<file path="src/rtl/wsm_pkg.sv">
// Shared constants for the write_state_machine bus sequencer: state width and
// the legacy-compatible state encodings.
package wsm_pkg;

    localparam int STATE_W = 2;

    localparam logic [STATE_W-1:0] IDLE = 2'b00;
    localparam logic [STATE_W-1:0] INIT = 2'b01;
    localparam logic [STATE_W-1:0] WAIT = 2'b10;
    localparam logic [STATE_W-1:0] STOP = 2'b11;

endpackage

</file>
<file path="src/rtl/write_state_machine_if.sv">
// CPU request / slave bus bundle seen by write_state_machine. The sequencer is
// the bus master; the slave modport is the memory/CPU side driving requests and ack_n.
interface write_state_machine_if;
    import wsm_pkg::*;

    logic               ack_n;
    logic               mr;
    logic               mw;
    logic [STATE_W-1:0] sm_state;
    logic               as_n;
    logic               stop_n;
    logic               wr_n;
    logic               in_init;
    logic               busy;
    logic               timeout;

    modport master (
        input  ack_n, mr, mw,
        output sm_state, as_n, stop_n, wr_n, in_init, busy, timeout
    );

    modport slave (
        output ack_n, mr, mw,
        input  sm_state, as_n, stop_n, wr_n, in_init, busy, timeout
    );

endinterface

</file>
<file path="src/rtl/wsm_timeout_counter.sv">
// WAIT-state cycle counter: cleared on WAIT entry, counts while in WAIT and
// flags the last permitted cycle so the sequencer can abort to STOP.
module wsm_timeout_counter #(
    parameter int LIMIT = 16
) (
    input  logic clk,
    input  logic rst_n,
    input  logic clear,
    input  logic count,
    output logic expire
);
    localparam int W = $clog2(LIMIT + 1);

    logic [W-1:0] cnt;

    always_ff @(posedge clk or negedge rst_n) begin
        if (!rst_n) begin
            cnt <= '0;
        end else if (clear) begin
            cnt <= '0;
        end else if (count && cnt != W'(LIMIT)) begin
            cnt <= cnt + 1'b1;
        end
    end

    // During WAIT cycle k the count holds k-1, so LIMIT-1 marks the final cycle.
    assign expire = count && (cnt == W'(LIMIT - 1));

endmodule

</file>
<file path="src/rtl/write_state_machine.sv">
// Bus-master handshake sequencer: IDLE -> INIT -> WAIT (until ack_n) -> STOP.
// Optional WAIT abort after TIMEOUT_CYCLES when built with WSM_TIMEOUT_EN.
module write_state_machine
    import wsm_pkg::*;
#(
    parameter int TIMEOUT_CYCLES = 16
) (
    input  logic                 clk,
    input  logic                 reset,
    write_state_machine_if.master bus
);

    logic [STATE_W-1:0] state;
    logic [STATE_W-1:0] state_nxt;
    logic               dir;
    logic               dir_nxt;
    logic               expire;
    logic               timeout_nxt;

`ifdef WSM_TIMEOUT_EN
    logic timeout_q;

    wsm_timeout_counter #(
        .LIMIT (TIMEOUT_CYCLES)
    ) u_timeout_counter (
        .clk    (clk),
        .rst_n  (reset),
        .clear  (state == INIT),
        .count  (state == WAIT),
        .expire (expire)
    );
`else
    logic unused_cfg;

    assign expire     = 1'b0;
    assign unused_cfg = ^TIMEOUT_CYCLES ^ timeout_nxt;
`endif

    // NOTE: every output of a combinational block gets a default first so no
    // path through the case statement can infer a latch.
    always_comb begin
        state_nxt   = state;
        dir_nxt     = dir;
        timeout_nxt = 1'b0;
        case (state)
            IDLE: begin
                if (bus.mr || bus.mw) begin
                    state_nxt = INIT;
                    dir_nxt   = bus.mw;
                end
            end
            INIT: state_nxt = WAIT;
            WAIT: begin
                if (!bus.ack_n) begin
                    state_nxt = STOP;
                end else if (expire) begin
                    state_nxt   = STOP;
                    timeout_nxt = 1'b1;
                end
            end
            STOP:    state_nxt = IDLE;
            default: state_nxt = IDLE;
        endcase
    end

    // NOTE: sequential state uses non-blocking assignments so every register
    // samples the pre-edge values regardless of statement order.
    always_ff @(posedge clk or negedge reset) begin
        if (!reset) begin
            state <= IDLE;
            dir   <= 1'b0;
`ifdef WSM_TIMEOUT_EN
            timeout_q <= 1'b0;
`endif
        end else begin
            state <= state_nxt;
            dir   <= dir_nxt;
`ifdef WSM_TIMEOUT_EN
            timeout_q <= timeout_nxt;
`endif
        end
    end

    // Moore decode: outputs depend only on state and the latched direction.
    always_comb begin
        bus.sm_state = state;
        bus.as_n     = 1'b1;
        bus.stop_n   = 1'b1;
        bus.wr_n     = 1'b1;
        bus.in_init  = 1'b0;
        bus.busy     = 1'b0;
        case (state)
            INIT: begin
                bus.as_n    = 1'b0;
                bus.wr_n    = ~dir;
                bus.in_init = 1'b1;
                bus.busy    = 1'b1;
            end
            WAIT: begin
                bus.as_n = 1'b0;
                bus.wr_n = ~dir;
                bus.busy = 1'b1;
            end
            STOP: begin
                bus.stop_n = 1'b0;
                bus.wr_n   = ~dir;
                bus.busy   = 1'b1;
            end
            default: ;
        endcase
    end

`ifdef WSM_TIMEOUT_EN
    assign bus.timeout = timeout_q;
`else
    assign bus.timeout = 1'b0;
`endif

endmodule

</file>
<file path="src/flat_wrapper.sv">
// flat-port wrapper written by rule: the top's interface ports become plain ports
module write_state_machine_flat import wsm_pkg::*;
#(
    parameter int TIMEOUT_CYCLES = 16
)
  (clk, reset, bus_ack_n, bus_mr, bus_mw, bus_sm_state, bus_as_n, bus_stop_n, bus_wr_n, bus_in_init, bus_busy, bus_timeout);
  write_state_machine_if bus_i ();
  input  logic clk;
  input  logic reset;
  input wire logic [$bits(bus_i.ack_n)-1:0] bus_ack_n;
  input wire logic [$bits(bus_i.mr)-1:0] bus_mr;
  input wire logic [$bits(bus_i.mw)-1:0] bus_mw;
  output wire logic [$bits(bus_i.sm_state)-1:0] bus_sm_state;
  output wire logic [$bits(bus_i.as_n)-1:0] bus_as_n;
  output wire logic [$bits(bus_i.stop_n)-1:0] bus_stop_n;
  output wire logic [$bits(bus_i.wr_n)-1:0] bus_wr_n;
  output wire logic [$bits(bus_i.in_init)-1:0] bus_in_init;
  output wire logic [$bits(bus_i.busy)-1:0] bus_busy;
  output wire logic [$bits(bus_i.timeout)-1:0] bus_timeout;
  assign bus_i.ack_n = bus_ack_n;
  assign bus_i.mr = bus_mr;
  assign bus_i.mw = bus_mw;
  assign bus_sm_state = bus_i.sm_state;
  assign bus_as_n = bus_i.as_n;
  assign bus_stop_n = bus_i.stop_n;
  assign bus_wr_n = bus_i.wr_n;
  assign bus_in_init = bus_i.in_init;
  assign bus_busy = bus_i.busy;
  assign bus_timeout = bus_i.timeout;
  write_state_machine #(.TIMEOUT_CYCLES(TIMEOUT_CYCLES)) u_core (.clk(clk), .reset(reset), .bus(bus_i));
endmodule
</file>
<file path="config.mk">
export PLATFORM = sky130hd
export DESIGN_NAME = write_state_machine_flat
export DESIGN_NICKNAME = d
export VERILOG_FILES = /design/src/rtl/wsm_pkg.sv /design/src/rtl/write_state_machine_if.sv /design/src/rtl/wsm_timeout_counter.sv /design/src/rtl/write_state_machine.sv /design/src/flat_wrapper.sv
export SDC_FILE = /design/constraint.sdc
export NUM_CORES = 1
export LEC_CHECK = 0
export CAP_MARGIN = 25
export CORE_AREA = 2 2 39 41
export CTS_BUF_LIST = sky130_fd_sc_hd__clkbuf_2 sky130_fd_sc_hd__clkbuf_4 sky130_fd_sc_hd__clkbuf_8
export CTS_CLUSTER_DIAMETER = 50
export DETAILED_ROUTE_END_ITERATION = 6
export DIE_AREA = 0 0 41 43
export PLACE_DENSITY_LB_ADDON = 0.3
export SYNTH_ARGS = -nofsm -noshare
export SYNTH_HDL_FRONTEND = slang
export SYNTH_SLANG_ARGS = --single-unit
</file>
<file path="constraint.sdc">
create_clock -name clk -period 1.5 [get_ports clk]
set_clock_uncertainty 0.1 [all_clocks]
set_input_delay 0.3 -clock clk [delete_from_list [all_inputs] [get_ports clk]]
set_output_delay 0.3 -clock clk [all_outputs]
set_load 0.02 [all_outputs]
</file>
==> results.tsv <==
stage	metric	value	unit
floorplanning	die_y	43	um
placed_design	dp_slack	-0.2655	ns
logic_synthesis	synth_seq_area_share	35.09	%
timing	fin_hold_ws	0.1628	ns
worst_setup_path	r2r_slack	0.09	ns
final_layout	n_fill_cell	138	
power	internal-power	748.1	uW
logic_synthesis	synth_warnings	0	
clocking	tritoncts	built	
clocking	clk_pin_slew	0.04	ns
clocking	root_buffer	clkbuf_4	
clocking	htreeDepth	1	
placed_design	hpwl	480.2	um
worst_setup_path	path_class	register to output pin	
power	clockPowerShare	12.3	%
global_route	grt_usage	8.040	%
timing	report.final.hold_viol_count	0	
placed_design	dp.cells	53	
floorplanning	fp.dieW	41	um
floorplanning	core_area	1384	um2
worst_setup_path	r2r-start	u_core.bus.sm_state[0]	
power	vdd_drop_max	1.211	mV
logic_synthesis	syn_nets	30	
placed_design	portBuffers	11	
logic_synthesis	synth_cells	21	
detailed_routing	wl_per_cell	10.59	um
logic_synthesis	synth-edff-count	0	
clocking	clockBufferDepth	2	
timing	rsz0062_at_grt	yes	
final_layout	post-route-util	34.27	%
logic_synthesis	synth-adder-area-share	23.39	%
power	power_density	2657	nW/um2
power	p_switching	511.8	uW
power	finalPower	1.260	mW
logic_synthesis	synth-main-ff-cell	dfrtp_1	
detailed_routing	ant_nets	0	
floorplanning	io_pins	13	
logic_synthesis	syn_avg_cell_area	10.19	um2
final_layout	final_cell_count_no_fill	59	
worst_setup_path	critPathLaunch	u_core.bus.sm_state[1]	
timing	setup_viol	0	
detailed_routing	totalWireLength	625	um
global_route	grt_max_degree	5	
logic_synthesis	synthTopCellsByCount	5 x inv_1, 4 x ha_1, 3 x dfrtp_1, 2 x nand2_1	
power	swShare	40.62	%
timing	setup_slack	0.01310	ns
worst_setup_path	crit_required	1.10	ns
global_route	antenna_found_initial	0	
timing	finalCritPeriodShare	99.13	%
final_layout	area_growth	121.6	%
outcome	status	finished clean	
detailed_routing	viasPerCell	3.746	
clocking	cts_buffers	3	
worst_setup_path	startpoint_type	register	
final_layout	layout-drive-gt1-share	79.07	%
clocking	clock_latency	0.22	ns
logic_synthesis	yosysMostFrequentCell	inv_1	
clocking	clock-sinks	3	
floorplanning	placementRows	14	
power	pwr-share-comb	74.0	%
final_layout	nNetsFinal	53	
clocking	ctsHoldBuffers	0	
worst_setup_path	cp-end-kind	output pin	
detailed_routing	drtIter0Drc	0	
logic_synthesis	synth_seq_cells	3	
logic_synthesis	yosysUniqueCellTypes	11	
global_route	overflow	0	
global_route	grt_pass1_vias	224	
logic_synthesis	yosysTopAreaCell	dfrtp_1	
floorplanning	initial_core_util	15.46	%
power	leakage	0.2194	nW
logic_synthesis	async_flop_share	100.0	%
logic_synthesis	synth.cell_area	214.0	um2
logic_synthesis	synthXorXnorAreaFrac	0	%
logic_synthesis	synth-simple-area-share	9.357	%
logic_synthesis	synth_area_leaders	dfrtp_1 35%, ha_1 23%, inv_1 8.8%, nor3b_2 5.8%, a22o_2 4.7%	
detailed_routing	drt-pass1-iter-count	1	
placed_design	place_congestion	0.6417	
worst_setup_path	worstPathMaxFanout	2	
logic_synthesis	synth-compound-area-share	13.45	%
timing	slew_violations	0	
logic_synthesis	netlist.area_leader.share	35.09	%
worst_setup_path	cp.arrival	1.09	ns
detailed_routing	drc	0	
timing	fin_crit	1.487	ns
timing	fmax	0.6725	GHz
detailed_routing	num_vias	221	
job	cap_violations	0	
power	power_frac_seq	13.7	%
floorplanning	dieArea	1763	um2
logic_synthesis	synth_top_family_by_area	adder cells	
worst_hold_path	hold_path_class	input port to asynchronous set/reset pin	
global_route	grt_pass1_wl	979	um
final_layout	antennaDiodeCount	0	
logic_synthesis	muxShareOfSynthArea	4.678	%
metal layers:
metal / global-route usage, % / part of all wire [%]
met1: 9.677 / 40
met2: 13.75 / 51
met3: 1.571 / 8.8
met4: 2.000 / 0
met5: 0 / 0
cell type report:
cell class	instances	area (um2)	share of cell area, %
inverters	5	18.77	3.958
multi-input cells	12	155.1	32.72
flip-flops and latches	3	77.57	16.36
repair buffers	19	172.7	36.41
well taps	16	20.02	4.222
clock buffers	4	30.03	6.332
what timing repair did:
item / 4_1_cts / 5_1_grt
resized for setup: 34 / 15
pin swaps: 0 / 3
endpoints found under the setup margin: 7 / 8
setup buffers: 0 / 2
flip-flops by register name (all words and copies together) (netlist names):
signal	count
u_core.bus.sm_state	2
u_core.dir	1
worst max-delay path, cell delays in order, from the launching register on:
cell and delay, ns:
dfrtp_2 0.41, inv_2 0.09, ha_4 0.20, inv_2 0.05, buf_6 0.11
final timing paths:
| path | endpoint | cells after the start |
|---|---|---|
| worst max-delay path | bus_as_n | 4 |
| worst min-delay path | u_core.bus.sm_state[1] | 1 |
| worst max register to register | u_core.bus.sm_state[1] | 6 |
| worst min register to register | u_core.bus.sm_state[0] | 1 |
| max in group asynchronous | u_core.bus.sm_state[0] | 1 |
| min in group clk | u_core.bus.sm_state[0] | 1 |
per-stage QoR:
step	setup TNS [ns]	instance area [um2]
5_1_grt	-0.05356	474.2
6_report	0	474.2
2_1_floorplan	0	216.5
3_5_place_dp	-1.220	384.1
3_3_place_gp	-1.207	384.1
4_1_cts	-0.1033	406.6
power groups by stage:
stage	logic, mW	registers (mW)	clock network, mW
2_1_floorplan	0.322	0.201	0
3_3_place_gp	0.750	0.160	0
3_5_place_dp	0.765	0.161	0
4_1_cts	0.759	0.163	0.157
5_1_grt	1.02	0.180	0.167
6_report	0.933	0.173	0.155
cells in the final DEF, fill, tap and decap left out, drive strengths merged:
cell           instances
clkbuf                 4
inv                    5
o22a                   1
a22o                   1
clkdlybuf4s15          1
conb                   1
nor3b                  1
a21oi                  1
buf                   14
clkdlybuf4s50          4
mux2i                  1
dfrtp                  3
ha                     4
nand2                  2
cell families (layout without fill, tap and decap cells):
kind of cell,after synthesis,count (layout)
other,1,1
buffers and inverters,6,28
AND/OR/NAND/NOR,3,3
AO/OA/AOI/OAI,3,3
adder cells (fa/ha/maj),4,4
flip-flops,3,3
multiplexers,1,1
Power figures use the tool's default switching activity.
